$ cat src/rtl/shazam_pkg.sv
// shazam_pkg: shared constants, band edges and picker state encoding for the peak-picking path.
package shazam_pkg;
   localparam int MAXIMAS_COUNT = 11;
   localparam int BIN_W = 9;
   localparam int MAG_W = 16;
   localparam int FFT_BINS = 512;
   localparam int MIN_MAG = 64;
   localparam logic [BIN_W:0] BAND_EDGE [0:11] = '{
      10'd1, 10'd8, 10'd16, 10'd24, 10'd40, 10'd64,
      10'd96, 10'd128, 10'd176, 10'd240, 10'd336, 10'd512
   };
   typedef enum logic [1:0] {S_IDLE, S_ACC, S_EMIT} picker_state_t;
   function automatic logic [BIN_W-1:0] band_last(input logic [3:0] k);
      return BIN_W'(BAND_EDGE[k + 4'd1] - 10'd1);
   endfunction
endpackage

$ cat src/rtl/band_max_tracker.sv
// band_max_tracker: running max/argmax of the current band; PEAK_THRESHOLD_EN gates samples below MIN_MAG.
module band_max_tracker
   import shazam_pkg::*;
#(
   parameter int MAG_WIDTH = MAG_W
) (
   input  logic                 clk,
   input  logic                 reset,
   input  logic                 clear,
   input  logic                 sample_en,
   input  logic [BIN_W-1:0]     bin,
   input  logic [MAG_WIDTH-1:0] mag,
   output logic [BIN_W-1:0]     best_bin,
   output logic [MAG_WIDTH-1:0] best_mag
);
   logic [BIN_W-1:0] best_bin_q;
   logic [MAG_WIDTH-1:0] best_mag_q;
   logic qual, upd;
`ifdef PEAK_THRESHOLD_EN
   assign qual = mag >= MAG_WIDTH'(MIN_MAG);
`else
   assign qual = 1'b1;
`endif
   assign upd = sample_en && qual && (mag > best_mag_q);
   // Outputs include the sample presented this cycle so a band can commit on its last bin.
   assign best_bin = upd ? bin : best_bin_q;
   assign best_mag = upd ? mag : best_mag_q;
   always_ff @(posedge clk or posedge reset) begin
      if (reset) begin
         best_bin_q <= '0;
         best_mag_q <= '0;
      end else if (clear) begin
         best_bin_q <= '0;
         best_mag_q <= '0;
      end else if (upd) begin
         best_bin_q <= bin;
         best_mag_q <= mag;
      end
   end
endmodule

$ cat src/rtl/spectrum_peak_picker.sv
// spectrum_peak_picker: per-frame band argmax finder presenting all band peaks at frame end.
// Optional magnitude floor enabled by defining PEAK_THRESHOLD_EN.
module spectrum_peak_picker
   import shazam_pkg::*;
#(
   parameter int MAXIMAS_COUNT = shazam_pkg::MAXIMAS_COUNT,
   parameter int MAG_WIDTH = shazam_pkg::MAG_W,
   parameter int FFT_BINS = shazam_pkg::FFT_BINS
) (
   input  logic                                  clk,
   input  logic                                  reset,
   input  logic                                  mag_valid,
   input  logic [MAG_WIDTH-1:0]                  mag_data,
   input  logic                                  frame_start,
   output logic [MAXIMAS_COUNT-1:0][BIN_W-1:0]   peak_bin,
   output logic                                  peaks_valid,
   output logic                                  frame_error
);
   picker_state_t state_q, state_d;
   logic [BIN_W-1:0] bin_cnt_q, bin_cnt_d;
   logic [3:0] band_q, band_d;
   logic [MAXIMAS_COUNT-1:0][BIN_W-1:0] acc_q, acc_d, peak_bin_q, peak_bin_d;
   logic peaks_valid_q, peaks_valid_d, frame_error_q, frame_error_d;
   logic clear, sample_en;
   logic [BIN_W-1:0] best_bin, commit_bin;
   logic [MAG_WIDTH-1:0] best_mag;

   band_max_tracker #(.MAG_WIDTH(MAG_WIDTH)) u_tracker (
      .clk      (clk),
      .reset    (reset),
      .clear    (clear),
      .sample_en(sample_en),
      .bin      (bin_cnt_q),
      .mag      (mag_data),
      .best_bin (best_bin),
      .best_mag (best_mag)
   );

   assign commit_bin = (best_mag != '0) ? best_bin : '0;

   always_comb begin
      state_d = state_q;
      bin_cnt_d = bin_cnt_q;
      band_d = band_q;
      acc_d = acc_q;
      peak_bin_d = peak_bin_q;
      peaks_valid_d = 1'b0;
      frame_error_d = 1'b0;
      clear = 1'b0;
      sample_en = 1'b0;
      case (state_q)
         S_IDLE: begin
            if (mag_valid && frame_start) begin
               state_d = S_ACC;
               bin_cnt_d = 9'd1;
               band_d = '0;
               clear = 1'b1;
            end
         end
         S_ACC: begin
            if (mag_valid && frame_start) begin
               // Restart: this sample becomes bin 0 of a fresh frame.
               frame_error_d = 1'b1;
               bin_cnt_d = 9'd1;
               band_d = '0;
               clear = 1'b1;
            end else if (mag_valid) begin
               sample_en = 1'b1;
               bin_cnt_d = bin_cnt_q + 9'd1;
               if (bin_cnt_q == band_last(band_q)) begin
                  acc_d[band_q] = commit_bin;
                  clear = 1'b1;
                  band_d = band_q + 4'd1;
               end
               if (bin_cnt_q == BIN_W'(FFT_BINS - 1))
                  state_d = S_EMIT;
            end
         end
         S_EMIT: begin
            peak_bin_d = acc_q;
            peaks_valid_d = 1'b1;
            frame_error_d = mag_valid && frame_start;
            state_d = S_IDLE;
         end
         default: state_d = S_IDLE;
      endcase
   end

   always_ff @(posedge clk or posedge reset) begin
      if (reset) begin
         state_q <= S_IDLE;
         bin_cnt_q <= '0;
         band_q <= '0;
         acc_q <= '0;
         peak_bin_q <= '0;
         peaks_valid_q <= 1'b0;
         frame_error_q <= 1'b0;
      end else begin
         state_q <= state_d;
         bin_cnt_q <= bin_cnt_d;
         band_q <= band_d;
         acc_q <= acc_d;
         peak_bin_q <= peak_bin_d;
         peaks_valid_q <= peaks_valid_d;
         frame_error_q <= frame_error_d;
      end
   end

   assign peak_bin = peak_bin_q;
   assign peaks_valid = peaks_valid_q;
   assign frame_error = frame_error_q;
endmodule
$ cat config.mk
export PLATFORM = sky130hd
export DESIGN_NAME = spectrum_peak_picker
export DESIGN_NICKNAME = d
export VERILOG_FILES = /design/src/rtl/shazam_pkg.sv /design/src/rtl/band_max_tracker.sv /design/src/rtl/spectrum_peak_picker.sv
export SDC_FILE = /design/constraint.sdc
export NUM_CORES = 1
export LEC_CHECK = 0
export CORE_UTILIZATION = 55
export CTS_CLUSTER_SIZE = 24
export DETAILED_ROUTE_END_ITERATION = 16
export GPL_TIMING_DRIVEN = 0
export PLACE_DENSITY = 0.78
export SLEW_MARGIN = 25
export SYNTH_ARGS = -nofsm -noshare
export SYNTH_HDL_FRONTEND = slang
export SYNTH_HIERARCHICAL = 1
export SYNTH_SLANG_ARGS = --single-unit
$ cat constraint.sdc
create_clock -name clk -period 8.8 [get_ports clk]
set_input_delay 1.76 -clock clk [delete_from_list [all_inputs] [get_ports clk]]
set_output_delay 1.76 -clock clk [all_outputs]
set_load 0.01 [all_outputs]
==> results.json, run 1 <==
{
  "synthArstFlopShare_pct": 100,
  "portBuffers": 120,
  "synth.top_cell.area_share_pct": 50.9,
  "setup_viol": 0,
  "ctsHoldBuffers": 0,
  "rsz0062_at_grt": "false",
  "grt_pass1_vias": 7965,
  "synthTopCellsByArea": "dfrtp_1 51%, mux2_2 17%, ha_1 2.9%",
  "yosysTopAreaCell": "dfrtp_1",
  "hold_class": "reg -> reg",
  "drive_gt1_share_pct": 29.4,
  "n_antenna_cell": 0,
  "coreArea_sq_um": 21000,
  "drt.antenna.violating_nets": 0,
  "worstMarginPinSlew_ns": 0.858,
  "required_ns": 9.21,
  "ys_types": 70,
  "cellLeakagePower_nw": 6.62,
  "area_growth_pct": 20.4,
  "vias_per_cell": 5.88,
  "yosys_most_used_dff": "dfrtp_1",
  "power_w": 0.00304,
  "insertion_delay_ns": 0.53,
  "peakVddDrop_mv": 0.169,
  "min_period_ns": 5.67,
  "relSlewSlack_pct": 42.8,
  "final_cells": 1357,
  "cap_viol_max_count": 0,
  "status": "finished, final reports clean",
  "cts_tree": "built",
  "synth_sequential_area_ratio_pct": 50.9,
  "htreeDepth": 1,
  "gp_congestion": 0.884,
  "synth_edf_count": 0,
  "die_area_sq_um": 22000,
  "reg2reg_slack_ns": 4.02,
  "ys_ff_latch": 240,
  "critPathLaunchType": "primary input",
  "cts_num_sinks": 240,
  "io_pins": 121,
  "min_delay_worst_endpoint": "acc_q[11]",
  "dr.pass1.iters": 5,
  "cp_max_fo": 11,
  "post_cts_buffers": 0,
  "wl_per_cell_um": 19.6,
  "cts_buffers": 25,
  "antenna_found_initial": 0,
  "hold_viol_final": 0,
  "drc": 0,
  "die_w_um": 148,
  "grt_pass1_wl_um": 43000,
  "initial_core_util_pct": 56.1,
  "std_cell_rows": 53,
  "synth_nets": 965,
  "grt_overflow_total": 0,
  "drt_iter0_markers": 518,
  "hpwl_um": 18300,
  "vias": 7985,
  "cp.arrival_ns": 6.08,
  "hold_start": "acc_q[11]",
  "finClkSkew_ns": 0.00862,
  "cts_buffer_depth": 3,
  "max_freq_ghz": 0.176,
  "reg2regPathDepth": 15,
  "syn_area_sq_um": 11800,
  "finalWirelength_um": 26600,
  "die_h_um": 148,
  "r2r_start": "state_q[1]",
  "holdPathStages": 1,
  "layout.nets": 1114,
  "synthCells": 918,
  "r2r-end": "acc_q[30]",
  "globalRouteTotalUtil_pct": 25.0,
  "cp-end-kind": "register",
  "yosys_warnings": 6,
  "syn_avg_cell_area_sq_um": 12.8,
  "post-route-util_pct": 67.6,
  "power_density_nw_per_um2": 214,
  "grt_max_degree": 105,
  "clk_pin_slew_ns": 0.06,
  "ctsResizeCount": 0,
  "ctsRootBufferMaster": "clkbuf_16",
  "dp.cells": 1315,
  "final-max-slew-violation-count": 0,
  "crit_type": "in -> reg",
  "period_share_pct": 64.4
}
-- logic make-up after synthesis --
kind of cell,synth area share (%)
and+or+nand+nor,8.93
muxes,19.6
xor gates and xnor gates,1.56
DFF,50.9
AOI/OAI and AO/OA,12.2
adders and majority gates,2.86
buffers and inverters,3.95
-- through the flow --
| step | hold WS [ns] | setup TNS, ns | setup slack [ns] | area (sq um) |
|---|---|---|---|---|
| 2_1_floorplan | 0.459 | 0 | 1.16 | 11800 |
| 4_1_cts | 0.490 | 0 | 3.17 | 14200 |
| 6_report | 0.486 | 0 | 3.13 | 14200 |
| 3_5_place_dp | 0.477 | 0 | 2.61 | 13400 |
| 5_1_grt | 0.505 | 0 | 2.86 | 14200 |
| 3_3_place_gp | 0.468 | -306.17 | -1.44 | 13300 |
-- how the worst max path moves through the flow --
| stage | from | end | slack (ns) |
|---|---|---|---|
| final | mag_valid | acc_q[30] | 3.13 |
| after global routing | mag_valid | acc_q[30] | 2.86 |
| after CTS | mag_valid | acc_q[30] | 3.17 |
| after detailed placement | mag_valid | acc_q[30] | 2.61 |
| after global placement | reset | peak_bin[3] | -1.44 |
| after floorplan | reset | acc_q[0] | 1.16 |
-- per-layer routing --
| layer | wire, um | part of all wire (%) | GRT usage [%] |
|---|---|---|---|
| met2 | 12400 | 47 | 39.6 |
| met3 | 1430 | 5.4 | 3.93 |
| met4 | 570 | 2.1 | 7.01 |
| met1 | 12100 | 46 | 35.7 |
| met5 | 0 | 0 | 0 |
-- cell usage after synthesis, types with 3 or more instances --
library cell and count:
a211oi_1 25, a21oi_1 13, a311oi_1 3, a31oi_1 25, a32o_1 3, and2_1 11
and3_1 14, buf_1 4, buf_2 6, buf_4 8, buf_6 9, clkbuf_1 32
dfrtp_1 240, ha_1 27, inv_1 37, mux2_1 18, mux2_2 173, mux2_4 9
nand2_1 49, nand2b_1 6, nand3_1 34, nand3_4 7, nand4_1 3, nand4_4 4
nor2_1 15, nor2b_1 5, nor3_1 6, nor4_1 6, o21ai_0 24, o21ai_1 3
o21ai_2 21, o311ai_0 5, o311ai_2 20, xnor2_1 7, xor2_1 4
-- worst max-delay path: stages --
cell,delay (ns)
clkdlybuf4s50_1,0.61
nand2_1,0.08
nor2_1,0.27
buf_1,0.69
o41a_4,0.37
o31a_4,0.20
buf_6,0.18
o21ai_2,0.07
nor4_1,0.38
nand4_1,0.37
and2_1,0.30
clkbuf_1,0.35
mux2_1,0.43
-- registers in the layout (all words and copies together) (netlist names) --
signal and flops:
bin_cnt_q 9, frame_error 1, u_tracker/best_bin_q 9, peak_bin 99, band_q 4, acc_q 99, state_q 2, u_tracker/best_mag_q 16
peaks_valid 1
-- where the power goes --
| part | internal (W) | switching [W] |
|---|---|---|
| Sequential | 0.00117 | 0.0000430 |
| Combinational | 0.000266 | 0.000525 |
| Clock | 0.000596 | 0.000434 |
-- cells in the final DEF, fill, tap and decap left out, types with 4 or more instances in the layout --
cell,n
dfrtp_1,240
mux2_2,173
clkdlybuf4s50_1,120
nand2_1,49
clkbuf_1,36
inv_1,35
nand3_1,34
ha_1,27
clkbuf_16,25
a211oi_1,25
a31oi_1,25
o21ai_0,24
o21ai_2,21
o311ai_2,20
mux2_1,18
nor2_1,15
and3_1,14
a21oi_1,13
and2_1,11
buf_6,9
mux2_4,9
buf_4,8
xnor2_1,7
nand3_4,7
nor4_1,6
buf_2,6
nand2b_1,6
nor3_1,6
nor2b_1,5
clkbuf_8,5
o311ai_0,5
buf_1,4
xor2_1,4
nand4_4,4
-- area by class of cell --
cell class / instances / area, sq um
Timing Repair Buffer: 122 / 1260
Fill cell: 1458 / 6820
Multi-Input combinational cell: 582 / 5320
Sequential cell: 240 / 6010
Tap cell: 275 / 344
Clock buffer: 34 / 709
Clock inverter: 8 / 90.1
Buffer: 59 / 327
Inverter: 37 / 146
No activity file was read; power rests on OpenSTA's default activity.
==> run 2, diff against run 1 <==
==> constraint.sdc (replaced) <==
create_clock -name clk -period 5.25 [get_ports clk]
set_input_delay 1.05 -clock clk [delete_from_list [all_inputs] [get_ports clk]]
set_output_delay 1.05 -clock clk [all_outputs]
set_load 0.01 [all_outputs]
==> results.json, run 2 (synthesis results as in run 1) <==
{
  "multi_input_area_sq_um": 5320,
  "clockPowerShare_pct": 33.9,
  "seq_area_sq_um": 6010,
  "dr.pass1.iters": 5,
  "antenna_found_initial": 0,
  "drt.antenna.violating_nets": 0,
  "setup_ws_ns": 0.377,
  "n_antenna_cell": 0,
  "max_freq_ghz": 0.205,
  "grt_overflow_total": 0,
  "seqPwrFrac_pct": 39.8,
  "cts_buffers": 25,
  "cap_viol_max_count": 0,
  "place_ws_ns": -0.336,
  "ctsRootBufferMaster": "clkbuf_16",
  "io_pins": 121,
  "final-max-slew-violation-count": 0,
  "p_sw_w": 0.00167,
  "setup_viol": 0,
  "n_fill_cell": 1461,
  "die_area_sq_um": 22000,
  "combPwrFrac_pct": 26.3,
  "htreeDepth": 1,
  "area_growth_pct": 21.3,
  "cts_buffer_depth": 3,
  "worstMarginPinSlew_ns": 0.943,
  "die_w_um": 148,
  "hold_class": "reg -> reg",
  "drive_gt1_share_pct": 29.8,
  "hpwl_um": 18700,
  "crit_type": "in -> reg",
  "clk_pin_slew_ns": 0.06,
  "rsz0062_at_grt": "false",
  "drc": 0,
  "required_ns": 5.64,
  "vias_per_cell": 5.88,
  "insertion_delay_ns": 0.51,
  "p_sw_share_pct": 32.6,
  "grt_pass1_wl_um": 44300,
  "period_share_pct": 92.8,
  "wl_per_cell_um": 19.7,
  "cp-end-kind": "register",
  "layout.nets": 1119,
  "critPathLaunchType": "primary input",
  "cts_num_sinks": 240,
  "power_density_nw_per_um2": 359,
  "cp.arrival_ns": 5.26,
  "peakVddDrop_mv": 0.287,
  "final_cell_mix": "240 x dfrtp_1, 173 x mux2_2, 120 x clkdlybuf4s50_1",
  "cp_max_fo": 10,
  "min_period_ns": 4.87,
  "initial_core_util_pct": 56.1,
  "relSlewSlack_pct": 37.1,
  "coreArea_sq_um": 21000,
  "gp_congestion": 0.902,
  "finalWirelength_um": 26900,
  "cts_tree": "built",
  "dp.cells": 1320,
  "post_cts_buffers": 0,
  "grt_max_degree": 33,
  "final_cells": 1364,
  "die_h_um": 148,
  "hold_viol_final": 0,
  "vias": 8019,
  "drt_iter0_markers": 521,
  "finClkSkew_ns": 0.00770,
  "std_cell_rows": 53,
  "ctsResizeCount": 0,
  "cellLeakagePower_nw": 6.67,
  "status": "finished, final reports clean",
  "portBuffers": 120,
  "globalRouteTotalUtil_pct": 25.5,
  "grt_pass1_vias": 8174,
  "ctsHoldBuffers": 0,
  "p_int_w": 0.00346,
  "layout_commonest_cell": "dfrtp_1"
}
==> run 2: cell type report <==
class	count	area share [%]
Sequential cell	240	42.0
Multi-Input combinational cell	582	37.2
Timing Repair Buffer	127	9.43
Clock buffer	39	5.30
Tap cell	275	2.40
Buffer	59	2.29
Inverter	37	0.997
Clock inverter	5	0.402
==> run 2: path summary, 6_finish.rpt <==
kind,from,to,slack (ns),cells after the start
max reg2reg,band_q[0],u_tracker/best_mag_q[3],0.54,16
max in group asynchronous,reset,acc_q[2],2.98,6
max,mag_data[5],acc_q[31],0.38,12
min reg2reg,acc_q[31],acc_q[31],0.49,1
min in group asynchronous,reset,u_tracker/best_mag_q[11],1.01,2
min,acc_q[31],acc_q[31],0.49,1
==> run 2: critical path, cell delays in order <==
cell             delay, ns
clkdlybuf4s50_1       0.44
ha_1                  0.33
a21oi_1               0.16
o21ai_1               0.27
a21o_2                0.36
o311ai_0              0.47
o21ai_0               0.19
nor4_1                0.39
nand4_1               0.40
and2_1                0.34
clkbuf_1              0.42
mux2_1                0.45
==> run 2: stage by stage <==
| step | setup TNS, ns | power [W] | utilization, % | hold WS, ns | area (sq um) |
|---|---|---|---|---|---|
| 3_5_place_dp | -16.07 | 0.00340 | 64.2 | 0.475 | 13500 |
| 4_1_cts | 0 | 0.00516 | 68.1 | 0.490 | 14300 |
| 2_1_floorplan | 0 | 0.00301 | - | 0.459 | 11800 |
| 5_1_grt | 0 | 0.00540 | 68.1 | 0.498 | 14300 |
| 6_report | 0 | 0.00513 | 68.1 | 0.488 | 14300 |
| 3_3_place_gp | -45.06 | 0.00335 | 63.5 | 0.469 | 13300 |
==> run 2: routing by layer <==
metal	GRT usage (%)	vias to the layer above	wire length (um)
met1	36.4	4030	12300
li1	-	3690	-
met5	0	-	0
met2	40.5	253	12500
met4	6.80	0	607
met3	3.99	46	1510
==> run 2: power by group through the flow <==
stage	clock network, W	logic (W)	registers, W
2_1_floorplan	0	0.000954	0.00205
3_3_place_gp	0	0.00128	0.00207
3_5_place_dp	0	0.00133	0.00207
4_1_cts	0.00178	0.00134	0.00204
5_1_grt	0.00185	0.00150	0.00205
6_report	0.00174	0.00135	0.00204
==> run 3, diff against run 2 <==
--- a/config.mk
+++ b/config.mk
@@ -5,6 +5,7 @@
 export SDC_FILE = /design/constraint.sdc
 export NUM_CORES = 1
 export LEC_CHECK = 0
+export ABC_CLOCK_PERIOD_IN_PS = 5250
 export CORE_UTILIZATION = 55
 export CTS_CLUSTER_SIZE = 24
 export DETAILED_ROUTE_END_ITERATION = 16
==> results of run 3 <==
No change in the layout: final DEF, timing and power equal those of run 2.
